### config.mk
export PLATFORM = sky130hd
export DESIGN_NAME = updown_display_counter
export DESIGN_NICKNAME = d
export VERILOG_FILES = /design/src/rtl/updown_display_counter.sv
export SDC_FILE = /design/constraint.sdc
export NUM_CORES = 1
export LEC_CHECK = 0
export ABC_CLOCK_PERIOD_IN_PS = 7030
export BUFFER_PORTS_ARGS = -buffer_cell sky130_fd_sc_hd__clkbuf_2
export CELL_PAD_IN_SITES_DETAIL_PLACEMENT = 1
export CELL_PAD_IN_SITES_GLOBAL_PLACEMENT = 2
export CORE_AREA = 2 2 74 76
export DETAILED_ROUTE_END_ITERATION = 6
export DIE_AREA = 0 0 76 78
export PLACE_DENSITY_LB_ADDON = 0.1
export REMOVE_ABC_BUFFERS = 1
export SYNTH_ARGS = -nofsm -noshare
export SYNTH_HDL_FRONTEND = slang
export SYNTH_SLANG_ARGS = --single-unit
### constraint.sdc
create_clock -name clk -period 7.03 [get_ports clk]
set_input_delay 0.703 -clock clk [delete_from_list [all_inputs] [get_ports clk]]
set_output_delay 0.703 -clock clk [all_outputs]
set_load 0.01 [all_outputs]
### src/rtl/updown_display_counter.sv
// Prescaled up/down counter with wrap pulse and a 7-segment display decoder
// that shows the count in hexadecimal or decimal.
module updown_display_counter #(
   parameter int N       = 6,
   parameter int MAX_VAL = 2**N - 1,
   parameter int RST_VAL = MAX_VAL,
   parameter int DIV     = 1,
   parameter int DIGITS  = 2
) (
   input  logic                  clk,
   input  logic                  reset,
   input  logic                  en,
   input  logic                  up,
   input  logic                  load,
   input  logic [N-1:0]          load_val,
   input  logic                  bcd_mode,
   output logic [N-1:0]          count,
   output logic                  tc,
   output logic [7*DIGITS-1:0]   seg
);

   localparam int              PW       = (DIV > 1) ? $clog2(DIV) : 1;
   localparam logic [N-1:0]    MAX_C    = N'(MAX_VAL);
   localparam logic [N-1:0]    RST_C    = N'(RST_VAL);
   localparam logic [PW-1:0]   PRE_LAST = PW'(DIV - 1);
   localparam logic [31:0]     DEC_MAX  = 32'(10**DIGITS - 1);

   logic [PW-1:0] presc;

   always_ff @(posedge clk or posedge reset) begin
      if (reset) begin
         count <= RST_C;
         presc <= '0;
         tc    <= 1'b0;
      end else if (load) begin
         // Out-of-range load values clamp so the count never leaves 0..MAX_VAL.
         count <= (load_val > MAX_C) ? MAX_C : load_val;
         presc <= '0;
         tc    <= 1'b0;
      end else if (en) begin
         if (presc == PRE_LAST) begin
            presc <= '0;
            if (up) begin
               if (count == MAX_C) begin
                  count <= '0;
                  tc    <= 1'b1;
               end else begin
                  count <= count + 1'b1;
                  tc    <= 1'b0;
               end
            end else begin
               if (count == '0) begin
                  count <= MAX_C;
                  tc    <= 1'b1;
               end else begin
                  count <= count - 1'b1;
                  tc    <= 1'b0;
               end
            end
         end else begin
            presc <= presc + 1'b1;
            tc    <= 1'b0;
         end
      end else begin
         tc <= 1'b0;
      end
   end

   function automatic logic [6:0] glyph(input logic [3:0] v);
      logic [6:0] g;
      case (v)
         4'h0: g = 7'b1000000;
         4'h1: g = 7'b1111001;
         4'h2: g = 7'b0100100;
         4'h3: g = 7'b0110000;
         4'h4: g = 7'b0011001;
         4'h5: g = 7'b0010010;
         4'h6: g = 7'b0000010;
         4'h7: g = 7'b1111000;
         4'h8: g = 7'b0000000;
         4'h9: g = 7'b0010000;
         4'hA: g = 7'b0001000;
         4'hB: g = 7'b0000011;
         4'hC: g = 7'b1000110;
         4'hD: g = 7'b0100001;
         4'hE: g = 7'b0000110;
         default: g = 7'b0001110;
      endcase
      return g;
   endfunction

   logic [31:0] cnt32;
   logic        dec_ovf;

   assign cnt32   = 32'(count);
   assign dec_ovf = (cnt32 > DEC_MAX);

   // Zero-extension of count makes nibbles and decimal digits above N read as 0.
   for (genvar k = 0; k < DIGITS; k++) begin : g_digit
      localparam logic [31:0] P10 = 32'(10**k);
      logic [3:0] hex_nib;
      logic [3:0] dec_dig;

      assign hex_nib = 4'(cnt32 >> (4*k));
      assign dec_dig = 4'((cnt32 / P10) % 32'd10);
      assign seg[7*k +: 7] = !bcd_mode ? glyph(hex_nib) :
                             dec_ovf   ? 7'b0111111    : glyph(dec_dig);
   end

endmodule

# Word-level counts from Yosys, hierarchy flattened
# Memories as Yosys holds them, arrays and structs flattened.
# Cells that the tools add are included.
[totals] reg_bits=8 mem_bits_ro=448 inputBits=12 out_inout_bits=21 wordCells=40 n_memories=4
[op_classes] n_addsub=3 div=3 order_cmp=2 eq_ne=2 muxes=20 reduce_logical=3
[mem_list] memory="(name not given)" depth=16 word_bits=7 read_ports=1 rd_clocked_by_memory_dff=0 wr=0 line="71" text="case (v)"
[mem_list] memory="(name not given)" depth=16 word_bits=7 read_ports=1 rd_clocked_by_memory_dff=0 wr=0 line="71"
[mem_list] memory="(name not given)" depth=16 word_bits=7 read_ports=1 rd_clocked_by_memory_dff=0 wr=0 line="71"
[mem_list] memory="(name not given)" depth=16 word_bits=7 read_ports=1 rd_clocked_by_memory_dff=0 wr=0 line="71"
[op_table] operator="2-to-1 mux 6 bit" n=7
[op_table] operator="divider 6 x 4 -> 32 bit, second input constant" n=1
[op_table] operator="modulo 32 x 4 -> 32 bit, second input constant" n=1
[op_table] operator="modulo 6 x 4 -> 32 bit, second input constant" n=1
[op_table] operator="2-to-1 mux 7 bit" n=4
[op_table] operator="2-to-1 mux 1 bit" n=9
[op_table] operator="> comparator 6 x 7 -> 1 bit, second input constant" n=1
[op_table] operator="adder 6 x 1 -> 6 bit, second input constant" n=1
[op_table] operator="equality test 6 bit, second input constant" n=1
[op_table] operator="> comparator 6 bit, second input constant" n=1
[op_table] operator="logical NOT 6 bit" n=1
[op_table] operator="subtractor 6 x 1 -> 6 bit, second input constant" n=1
[op_table] operator="inequality test 2 bit, second input constant" n=1
[op_table] operator="AND reduction 2 bit" n=1
[op_table] operator="nonzero test 2 bit" n=1
[op_table] operator="adder 1 bit, second input constant" n=1

# Longest topological paths before layout
# Gate-level depths: netlist of the first run.
[logic_depth] ltp_word=6 ltp_mapped=14 mapped_depth_nobuf=12

# Least setup slack after synthesis of the first run
# OpenSTA, ideal clock, no wires.
[synth_path] kind="register to output" startpoint="reg count[0]" endpoint="out seg[3]" arrival_time_ps=3559 required_time_ps=6327 slack_ps=2768 stages_incl_launch_ff=15 path_buffers=2 path_cell_list="dfstp_2 > clkbuf_1 > inv_1 > ha_1 > nor2_8 > nor2_2 > or4_4 > and2_1 > buf_6 > xnor2_1 > inv_1 > ha_1 > mux4_1 > nor2_1 > nor2_1"
[synth_between] elab_chain_cells=4 word_cells_on_any_way=6 classes_between="div (1); order compare (1); mux (2); memory (2)"
[synth_rtl] element="start: declaration" line="17" text="output logic [N-1:0] count,"
[synth_rtl] element="start signal: assignment" line="37" text="count <= (load_val > MAX_C) ? MAX_C : load_val;"
[synth_rtl] element="start signal: assignment" line="48" text="count <= count + 1'b1;"
[synth_rtl] element="start signal: assignment" line="56" text="count <= count - 1'b1;"
[synth_rtl] element="modulo 6 x 4 -> 32 bit" line="105" text="assign dec_dig = 4'((cnt32 / P10) % 32'd10);"
[synth_rtl] element="memory read (16 x 7 bit)"
[synth_rtl] element="2-to-1 mux 7 bit" line="107" text="dec_ovf ? 7'b0111111 : glyph(dec_dig);"
[synth_rtl] element="2-to-1 mux 7 bit *" line="106" text="assign seg[7*k +: 7] = !bcd_mode ? glyph(hex_nib) :"
[synth_rtl] element="end: declaration" line="19" text="output logic [7*DIGITS-1:0] seg"
# Mark *: on every way between the ends. The rest lies on a longest branch, timed or not.

# Worst setup path after layout of the first run
# Same ends and word-level chain as after synthesis.

==> results of run 1 <==
[stage by stage]
| stage | power (uW) | cell area [um^2] |
|---|---|---|
| after global placement | 317.7 | 1790 |
| after CTS | 376.7 | 1836 |
| after detailed placement | 318.4 | 1790 |
| after global routing | 414.3 | 1836 |
| final | 372.1 | 1836 |
| after floorplan | 245.8 | 1543 |
[logic make-up (layout without fill, tap and decap cells)]
family                     Yosys count  after routing  share of synthesized area
DFF                                  7              7                     0.1106
xor gates and xnor gates             3              3                    0.02046
buffers and inverters               33             49                    0.09545
AOI/OAI and AO/OA                   78             78                     0.2932
muxes                                7              7                    0.06212
and+or+nand+nor                     83             83                     0.2606
adders and majority gates           21             21                     0.1576
[synth_stat cells (all sizes together), types with 2 or more instances]
cell | n | area (um^2)
a21oi | 30 | 157.7
nand2 | 26 | 100.1
ha | 20 | 250.2
o21ai | 20 | 100.1
nor2 | 18 | 86.34
inv | 13 | 48.80
buf | 10 | 71.31
clkbuf | 10 | 37.54
nand3 | 8 | 40.04
nor3 | 8 | 40.04
dfstp | 6 | 157.7
nand3b | 5 | 41.29
nand2b | 4 | 25.02
a211oi | 3 | 22.52
a22o | 3 | 26.28
and2 | 3 | 18.77
mux2 | 3 | 33.78
nor2b | 3 | 18.77
o22ai | 3 | 18.77
xnor2 | 3 | 33.79
a21o | 2 | 15.01
a22oi | 2 | 15.01
a31oi | 2 | 12.51
and3 | 2 | 12.51
mux2i | 2 | 20.02
mux4 | 2 | 48.80
o31ai | 2 | 15.01
[flip-flops by register name, summed over array words and instances (netlist names)]
signal	cells
count	6
tc	1
[routing by layer]
metal / GRT usage / up-vias / wire length [um]
met3: 0.01047 / 4 / 101
met1: 0.2238 / 818 / 2344
met2: 0.2902 / 25 / 2205
met4: 0.02727 / 0 / 28
met5: 0 / - / 0
li1: - / 856 / -
[layout make-up]
| type | instances | area [um^2] | area share |
|---|---|---|---|
| clock buffers | 4 | 45.04 | 0.02454 |
| inverters | 13 | 48.80 | 0.02658 |
| multi-input cells | 192 | 1311 | 0.7144 |
| flip-flops and latches | 7 | 182.7 | 0.09952 |
| well taps | 70 | 87.58 | 0.04772 |
| repair buffers | 32 | 160.2 | 0.08725 |
[final timing paths]
| kind | startpoint | endpoint | slack [ps] | cells after the start |
|---|---|---|---|---|
| setup / recovery | count[0] | seg[3] | 2210 | 13 |
| hold / removal | reset | tc | 380 | 2 |
| setup reg to reg | count[3] | count[4] | 4820 | 8 |
| hold reg to reg | count[0] | count[0] | 680 | 2 |
| max in group asynchronous | reset | count[1] | 6380 | 2 |
| min in group clk | load_val[2] | count[2] | 660 | 3 |
[critical path: stages (launching register included)]
cell	delay [ps]
dfstp_2	690
inv_1	260
ha_1	360
nor2_8	130
nor2_2	40
or4_4	530
and2_1	280
xnor2_1	360
inv_1	160
ha_1	290
mux4_1	520
nor2_1	100
nor2_1	50
clkbuf_2	120
[power by group]
part / leakage [uW] / switching (uW) / internal, uW
logic: 0.000731 / 137 / 107
clock network: 0.0000228 / 16.5 / 39.1
registers: 0.0000770 / 23.7 / 47.9
total: 0.000831 / 178 / 194
==> flow_metrics.py, run 1 <==
metrics = {
    "sta": {
        "hold_viol": 0,
        "period_share": 0.6851,
        "setup_viol": 0,
        "fmax_mhz": 207.6,
        "hold_slack_ps": 381.6,
        "tns_ps": 0,
        "finalWorstSetupSlack_ps": 2214,
        "worstMarginPinSlew_ps": 657.2,
        "slew_viol_final": 0,
        "slew_headroom": 0.5597,
        "finClkSkew_ps": 0.3721,
        "finalCriticalPeriod_ps": 4816,
        "rsz0062_at_grt": "no",
    },
    "worst_setup_path": {
        "critPathLaunchType": "register",
        "worst-path-max-fanout": 14,
        "arrival_ps": 4110,
        "worstPathRequired_ps": 6330,
        "path_class": "reg2out",
        "endpoint_kind": "output port",
    },
    "placed_design": {
        "place_congestion": 0.7154,
        "io_buffer_count": 32,
        "hpwlAfterDp_um": 3503,
        "place_inst": 314,
        "place_ws_ps": 2449,
    },
    "layout": {
        "n_fill_cell": 645,
        "drive_above_1_share": 0.2218,
        "antenna_cells": 0,
        "layout.nets": 281,
        "final_common_cell": "clkbuf_2",
        "fin_util": 0.3640,
        "area_growth_pct": 11.14,
        "final_cell_mix": "clkbuf_2, a21oi_1, nand2_1",
        "layoutNonFillerInstCount": 318,
    },
    "cts": {
        "cts_max_path_buffers": 2,
        "cts_setup_buffers": 0,
        "path_clk_slew_ps": 40,
        "cts_tree": "built",
        "cts_sinks": 7,
        "cts_max_level": 1,
        "ctsHoldBuffers": 0,
        "cts_resized": 0,
        "clkLatencyLatePin_ps": 220,
        "cts_root_buf": "clkbuf_8",
        "numCtsBuffers": 3,
    },
    "synth": {
        "synth_flop_cell": "dfstp_2",
        "seq_area_frac_synth": 0.1106,
        "syn_area_per_cell_um2": 7.119,
        "ys_ff_latch": 7,
        "synth_warnings": 0,
        "synth_edf_count": 0,
        "postSynthCellCount": 232,
        "synth_cell_types": 57,
        "syn-cell-area_mm2": 0.001652,
        "ys_async_sr_fraction": 1.000,
    },
    "global_route": {
        "grt_max_degree": 34,
        "overflow": 0,
        "grtUsageTotal": 0.1642,
        "antenna_found_initial": 0,
        "grt_pass1_vias": 1676,
        "grt_pass1_wl_um": 8224,
    },
    "flow_run": {
        "cap_violations": 0,
    },
    "power_and_ir_drop": {
        "leakage_uw": 0.0008312,
        "ir_worst_vdd_mv": 0.1218,
        "power-per-cell-area_mw_per_mm2": 202.7,
    },
    "drt": {
        "via_per_inst": 5.355,
        "drc": 0,
        "wirelength_um": 4678,
        "drtPass1Iterations": 4,
        "ant_nets": 0,
        "dr_total_vias": 1703,
        "avgRoutedWirePerCell_um": 14.71,
        "drt-initial-drc-count": 37,
    },
    "status": {
        "status": "complete, no violations",
    },
    "die": {
        "row_count": 26,
        "dieArea_mm2": 0.005928,
        "fp.dieH_um": 78,
        "initial_utilization": 0.3275,
        "core_area_mm2": 0.005042,
        "io_pins": 33,
        "die-width_um": 76,
    },
    "hold_path": {
        "worst_hold_path_type": "in2async",
    },
}
Power figures use the tool's default switching activity.
==> run 2: changes to the inputs <==
--- a/config.mk
+++ b/config.mk
@@ -5,13 +5,13 @@
 export SDC_FILE = /design/constraint.sdc
 export NUM_CORES = 1
 export LEC_CHECK = 0
-export ABC_CLOCK_PERIOD_IN_PS = 7030
+export ABC_CLOCK_PERIOD_IN_PS = 4800
 export BUFFER_PORTS_ARGS = -buffer_cell sky130_fd_sc_hd__clkbuf_2
 export CELL_PAD_IN_SITES_DETAIL_PLACEMENT = 1
 export CELL_PAD_IN_SITES_GLOBAL_PLACEMENT = 2
-export CORE_AREA = 2 2 74 76
+export CORE_AREA = 2 2 76 78
 export DETAILED_ROUTE_END_ITERATION = 6
-export DIE_AREA = 0 0 76 78
+export DIE_AREA = 0 0 78 80
 export PLACE_DENSITY_LB_ADDON = 0.1
 export REMOVE_ABC_BUFFERS = 1
 export SYNTH_ARGS = -nofsm -noshare
==> constraint.sdc (replaced) <==
create_clock -name clk -period 4.8 [get_ports clk]
set_input_delay 0.48 -clock clk [delete_from_list [all_inputs] [get_ports clk]]
set_output_delay 0.48 -clock clk [all_outputs]
set_load 0.01 [all_outputs]
==> flow_metrics.py, run 2 (same netlist as run 1, synthesis figures left out) <==
metrics = {
    "status": {
        "status": "complete, no violations",
    },
    "worst_setup_path": {
        "crit_buf_inv": 3,
        "worstPathRequired_ps": 4320,
        "r2r_slack_ps": 2640,
        "endpoint_kind": "output port",
        "worst-path-max-fanout": 11,
        "cp_top_family": "simple AND/OR/NAND/NOR gates",
        "path_class": "reg2out",
        "slowest_delay_ps": 530,
        "r2r_start": "count[3]",
        "path_cells": "inv_1, ha_1, nor2_8, nor2_2, or4_4, and2_1, xnor2_1, inv_1, ha_1, mux4_1, nor2_1, nor2_1, clkbuf_2",
        "slowest_stage": "mux4_1",
        "ff2ff_path_depth": 8,
        "r2r-end": "count[5]",
        "critPathLaunchType": "register",
        "arrival_ps": 3810,
    },
    "power_and_ir_drop": {
        "ir_worst_vdd_mv": 0.1130,
        "power-per-cell-area_mw_per_mm2": 300.6,
        "leakage_uw": 0.0008554,
    },
    "cts": {
        "cts_sinks": 7,
        "numCtsBuffers": 3,
        "clkLatencyLatePin_ps": 230,
        "cts_root_buf": "clkbuf_8",
        "cts_setup_buffers": 0,
        "cts_tree": "built",
        "cts_max_path_buffers": 2,
        "cts_resized": 0,
        "path_clk_slew_ps": 40,
        "ctsHoldBuffers": 0,
        "cts_max_level": 1,
    },
    "flow_run": {
        "cap_violations": 0,
    },
    "die": {
        "initial_utilization": 0.3056,
        "dieArea_mm2": 0.006240,
        "fp.dieH_um": 80,
        "core_area_mm2": 0.005405,
        "die-width_um": 78,
        "io_pins": 33,
        "row_count": 27,
    },
    "sta": {
        "period_share": 0.8948,
        "hold_slack_ps": 163.0,
        "rsz0062_at_grt": "no",
        "finClkSkew_ps": 2.565,
        "slew_headroom": 0.5295,
        "slew_viol_final": 0,
        "tns_ps": 0,
        "fmax_mhz": 232.8,
        "finalCriticalPeriod_ps": 4295,
        "setup_viol": 0,
        "hold_viol": 0,
        "worstMarginPinSlew_ps": 702.3,
    },
    "layout": {
        "antenna_cells": 0,
        "area_growth_pct": 13.56,
        "ff_latch_area_um2": 182.7,
        "final_cell_mix": "clkbuf_2, a21oi_1, nand2_1",
        "multi_input_area_mm2": 0.001311,
        "final_common_cell": "clkbuf_2",
        "layoutNonFillerInstCount": 325,
        "drive_above_1_share": 0.2372,
        "layout.nets": 286,
        "largest_registers": "count x6, tc x1",
        "largest_reg_flops": 6,
        "regMostFlops": "count",
        "n_fill_cell": 700,
    },
    "drt": {
        "wirelength_um": 5069,
        "drt-initial-drc-count": 71,
        "drc": 0,
        "avgRoutedWirePerCell_um": 15.60,
        "dr_total_vias": 1747,
        "ant_nets": 0,
        "via_per_inst": 5.375,
        "drtPass1Iterations": 4,
    },
    "global_route": {
        "grtUsageTotal": 0.1666,
        "grt_pass1_vias": 1678,
        "use_met3": 0.02036,
        "grt_util_met1": 0.2430,
        "grt_max_degree": 33,
        "antenna_found_initial": 0,
        "overflow": 0,
        "met2_usage": 0.2733,
        "grt_pass1_wl_um": 8473,
        "busiest_layer": "met2",
    },
    "placed_design": {
        "io_buffer_count": 32,
        "hpwlAfterDp_um": 3781,
        "place_congestion": 0.7543,
        "place_inst": 321,
    },
    "hold_path": {
        "worst_hold_path_type": "in2async",
    },
}
[run 2: worst register-to-register path, stage by stage (launching register included)]
cell,delay (ps)
dfstp_2,360
buf_4,220
nor2_1,500
nand3_1,230
or3_1,340
o21ai_0,80
o22ai_1,100
a22oi_1,140
o21ai_0,90
[run 2: how the worst max path moves through the flow]
stage,startpoint,endpoint,slack (ps),cells after the start
after floorplan,count[0],seg[3],960,12
after global placement,count[0],seg[3],840,13
after detailed placement,count[0],seg[3],780,13
after CTS,count[0],seg[3],500,13
after global routing,count[0],seg[3],250,13
final,count[0],seg[3],510,13
[run 2: final cells by class]
class                   instances  area share
inverters                      13     0.02602
flip-flops and latches          7     0.09740
repair buffers                 37      0.1054
clock buffers                   4     0.02402
multi-input cells             192      0.6991
well taps                      72     0.04803
[run 2: through the flow]
step                        util  setup slack (ps)  area [um^2]  total power [uW]
after global placement    0.3387             842.8         1831             482.1
after detailed placement  0.3387             782.1         1831             480.5
after global routing      0.3470             252.0         1876             620.9
after CTS                 0.3470             497.4         1876             569.9
after floorplan                -             961.2         1543             360.0
final                     0.3470             505.1         1876             563.8
[run 2: where the power goes]
group	switching [uW]	internal (uW)	leakage, uW	total, uW
clock	26.5	57.6	0.0000228	84.0
sequential	16.1	69.5	0.0000770	85.6
combinational	228	166	0.000756	394
total	270	293	0.000855	564
[run 2: metal layers]
metal | part of all wire | vias to the layer above | wire [um]
met4 | 0 | 0 | 0
met3 | 0.018 | 0 | 92
met5 | 0 | - | 0
li1 | - | 873 | -
met2 | 0.45 | 25 | 2305
met1 | 0.53 | 849 | 2671
==> run 3: changes to the inputs <==
--- a/config.mk
+++ b/config.mk
@@ -12,6 +12,7 @@
 export CORE_AREA = 2 2 76 78
 export DETAILED_ROUTE_END_ITERATION = 6
 export DIE_AREA = 0 0 78 80
+export MAX_ROUTING_LAYER = met4
 export PLACE_DENSITY_LB_ADDON = 0.1
 export REMOVE_ABC_BUFFERS = 1
 export SYNTH_ARGS = -nofsm -noshare
==> flow_metrics.py, run 3 (same netlist as run 1, synthesis figures left out) <==
metrics = {
    "status": {
        "status": "complete, no violations",
    },
    "flow_run": {
        "cap_violations": 0,
    },
    "drt": {
        "via_per_inst": 5.351,
        "route.met3.wl_um": 114,
        "wl_met1_um": 2646,
        "top_layer": "met3",
        "drtPass1Iterations": 4,
        "avgRoutedWirePerCell_um": 15.63,
        "dr_total_vias": 1739,
        "drc": 0,
        "drt-initial-drc-count": 64,
        "ant_nets": 0,
        "wirelength_um": 5079,
        "wl_met2_um": 2317,
    },
    "sta": {
        "worstMarginPinSlew_ps": 707.9,
        "hold_slack_ps": 169.4,
        "rsz0062_at_grt": "no",
        "slew_viol_final": 0,
        "finClkSkew_ps": 1.648,
        "tns_ps": 0,
        "finalCriticalPeriod_ps": 4294,
        "fmax_mhz": 232.9,
        "slew_headroom": 0.5257,
        "period_share": 0.8945,
        "hold_viol": 0,
        "setup_viol": 0,
    },
    "worst_setup_path": {
        "endpoint_kind": "output port",
        "arrival_ps": 3810,
        "worstPathRequired_ps": 4320,
        "critPathLaunchType": "register",
        "worst-path-max-fanout": 11,
        "path_class": "reg2out",
    },
    "cts": {
        "ctsHoldBuffers": 0,
        "cts_max_level": 1,
        "cts_sinks": 7,
        "cts_tree": "built",
        "cts_resized": 0,
        "path_clk_slew_ps": 40,
        "cts_root_buf": "clkbuf_8",
        "numCtsBuffers": 3,
        "cts_setup_buffers": 0,
        "cts_max_path_buffers": 2,
        "clkLatencyLatePin_ps": 230,
    },
    "layout": {
        "multi_input_area_mm2": 0.001311,
        "regMostFlops": "count",
        "area_growth_pct": 13.56,
        "fin_area_mm2": 0.001876,
        "layout.nets": 286,
        "ff_latch_area_um2": 182.7,
        "final_common_cell": "clkbuf_2",
        "drive_above_1_share": 0.2372,
        "largest_registers": "count x6, tc x1",
        "antenna_cells": 0,
        "n_fill_cell": 700,
        "final_cell_mix": "clkbuf_2, a21oi_1, nand2_1",
        "largest_reg_flops": 6,
    },
    "global_route": {
        "grt_pass1_vias": 1677,
        "antenna_found_initial": 0,
        "grt_max_degree": 33,
        "grt_pass1_wl_um": 8466,
        "grtUsageTotal": 0.1711,
        "overflow": 0,
    },
    "placed_design": {
        "io_buffer_count": 32,
        "hpwlAfterDp_um": 3781,
        "postPlaceCellArea_mm2": 0.001831,
        "place_congestion": 0.7641,
    },
    "die": {
        "initial_utilization": 0.3056,
        "io_pins": 33,
        "dieArea_mm2": 0.006240,
        "fp.dieH_um": 80,
        "die-width_um": 78,
        "core_area_mm2": 0.005405,
        "row_count": 27,
    },
    "power_and_ir_drop": {
        "leakage_uw": 0.0008554,
        "power-per-cell-area_mw_per_mm2": 300.9,
        "ir_worst_vdd_mv": 0.1130,
    },
    "hold_path": {
        "worst_hold_path_type": "in2async",
    },
}
run 3: critical path, stage by stage (launching register included):
cell and delay (ps):
dfstp_2 520, inv_1 160, ha_1 340, nor2_8 120, nor2_2 40, or4_4 520, and2_1 280, xnor2_1 350
inv_1 160, ha_1 270, mux4_1 530, nor2_1 100, nor2_1 50, clkbuf_2 120
run 3: final cells by class:
class	count	area share
Clock buffer	4	0.02402
Inverter	13	0.02602
Multi-Input combinational cell	192	0.6991
Sequential cell	7	0.09740
Tap cell	72	0.04803
Timing Repair Buffer	37	0.1054
run 3: per-stage QoR:
step                setup WS (ps)  instances  power (uW)    util
floorplan                   961.2        212       360.0       -
global placement            842.8        321       482.1  0.3387
detailed placement          782.1        321       480.5  0.3387
CTS                         497.4        325       569.9  0.3470
global route                252.0        325       620.9  0.3470
finish                      506.3        325       564.3  0.3470
run 3: where the power goes:
part           leakage [uW]  internal (uW)  switching, uW
combinational      0.000756            166            228
sequential        0.0000770           69.5           16.1
clock             0.0000228           57.6           26.6
total              0.000855            293            271
run 3: routing by layer:
| layer | up-vias | GRT usage |
|---|---|---|
| li1 | 871 | - |
| met2 | 25 | 0.2733 |
| met1 | 843 | 0.2430 |
| met3 | 0 | 0.02036 |
| met4 | 0 | 0.01228 |
| met5 | - | - |
run 3: final timing paths:
kind / start / slack [ps] / cells after the start / endpoint
max in group asynchronous: reset / 4350 / 2 / count[5]
hold / removal: reset / 170 / 2 / tc
hold reg to reg: count[1] / 730 / 2 / count[1]
setup reg to reg: count[3] / 2630 / 8 / count[5]
min in group clk: load_val[2] / 450 / 3 / count[2]
setup / recovery: count[0] / 510 / 13 / seg[3]
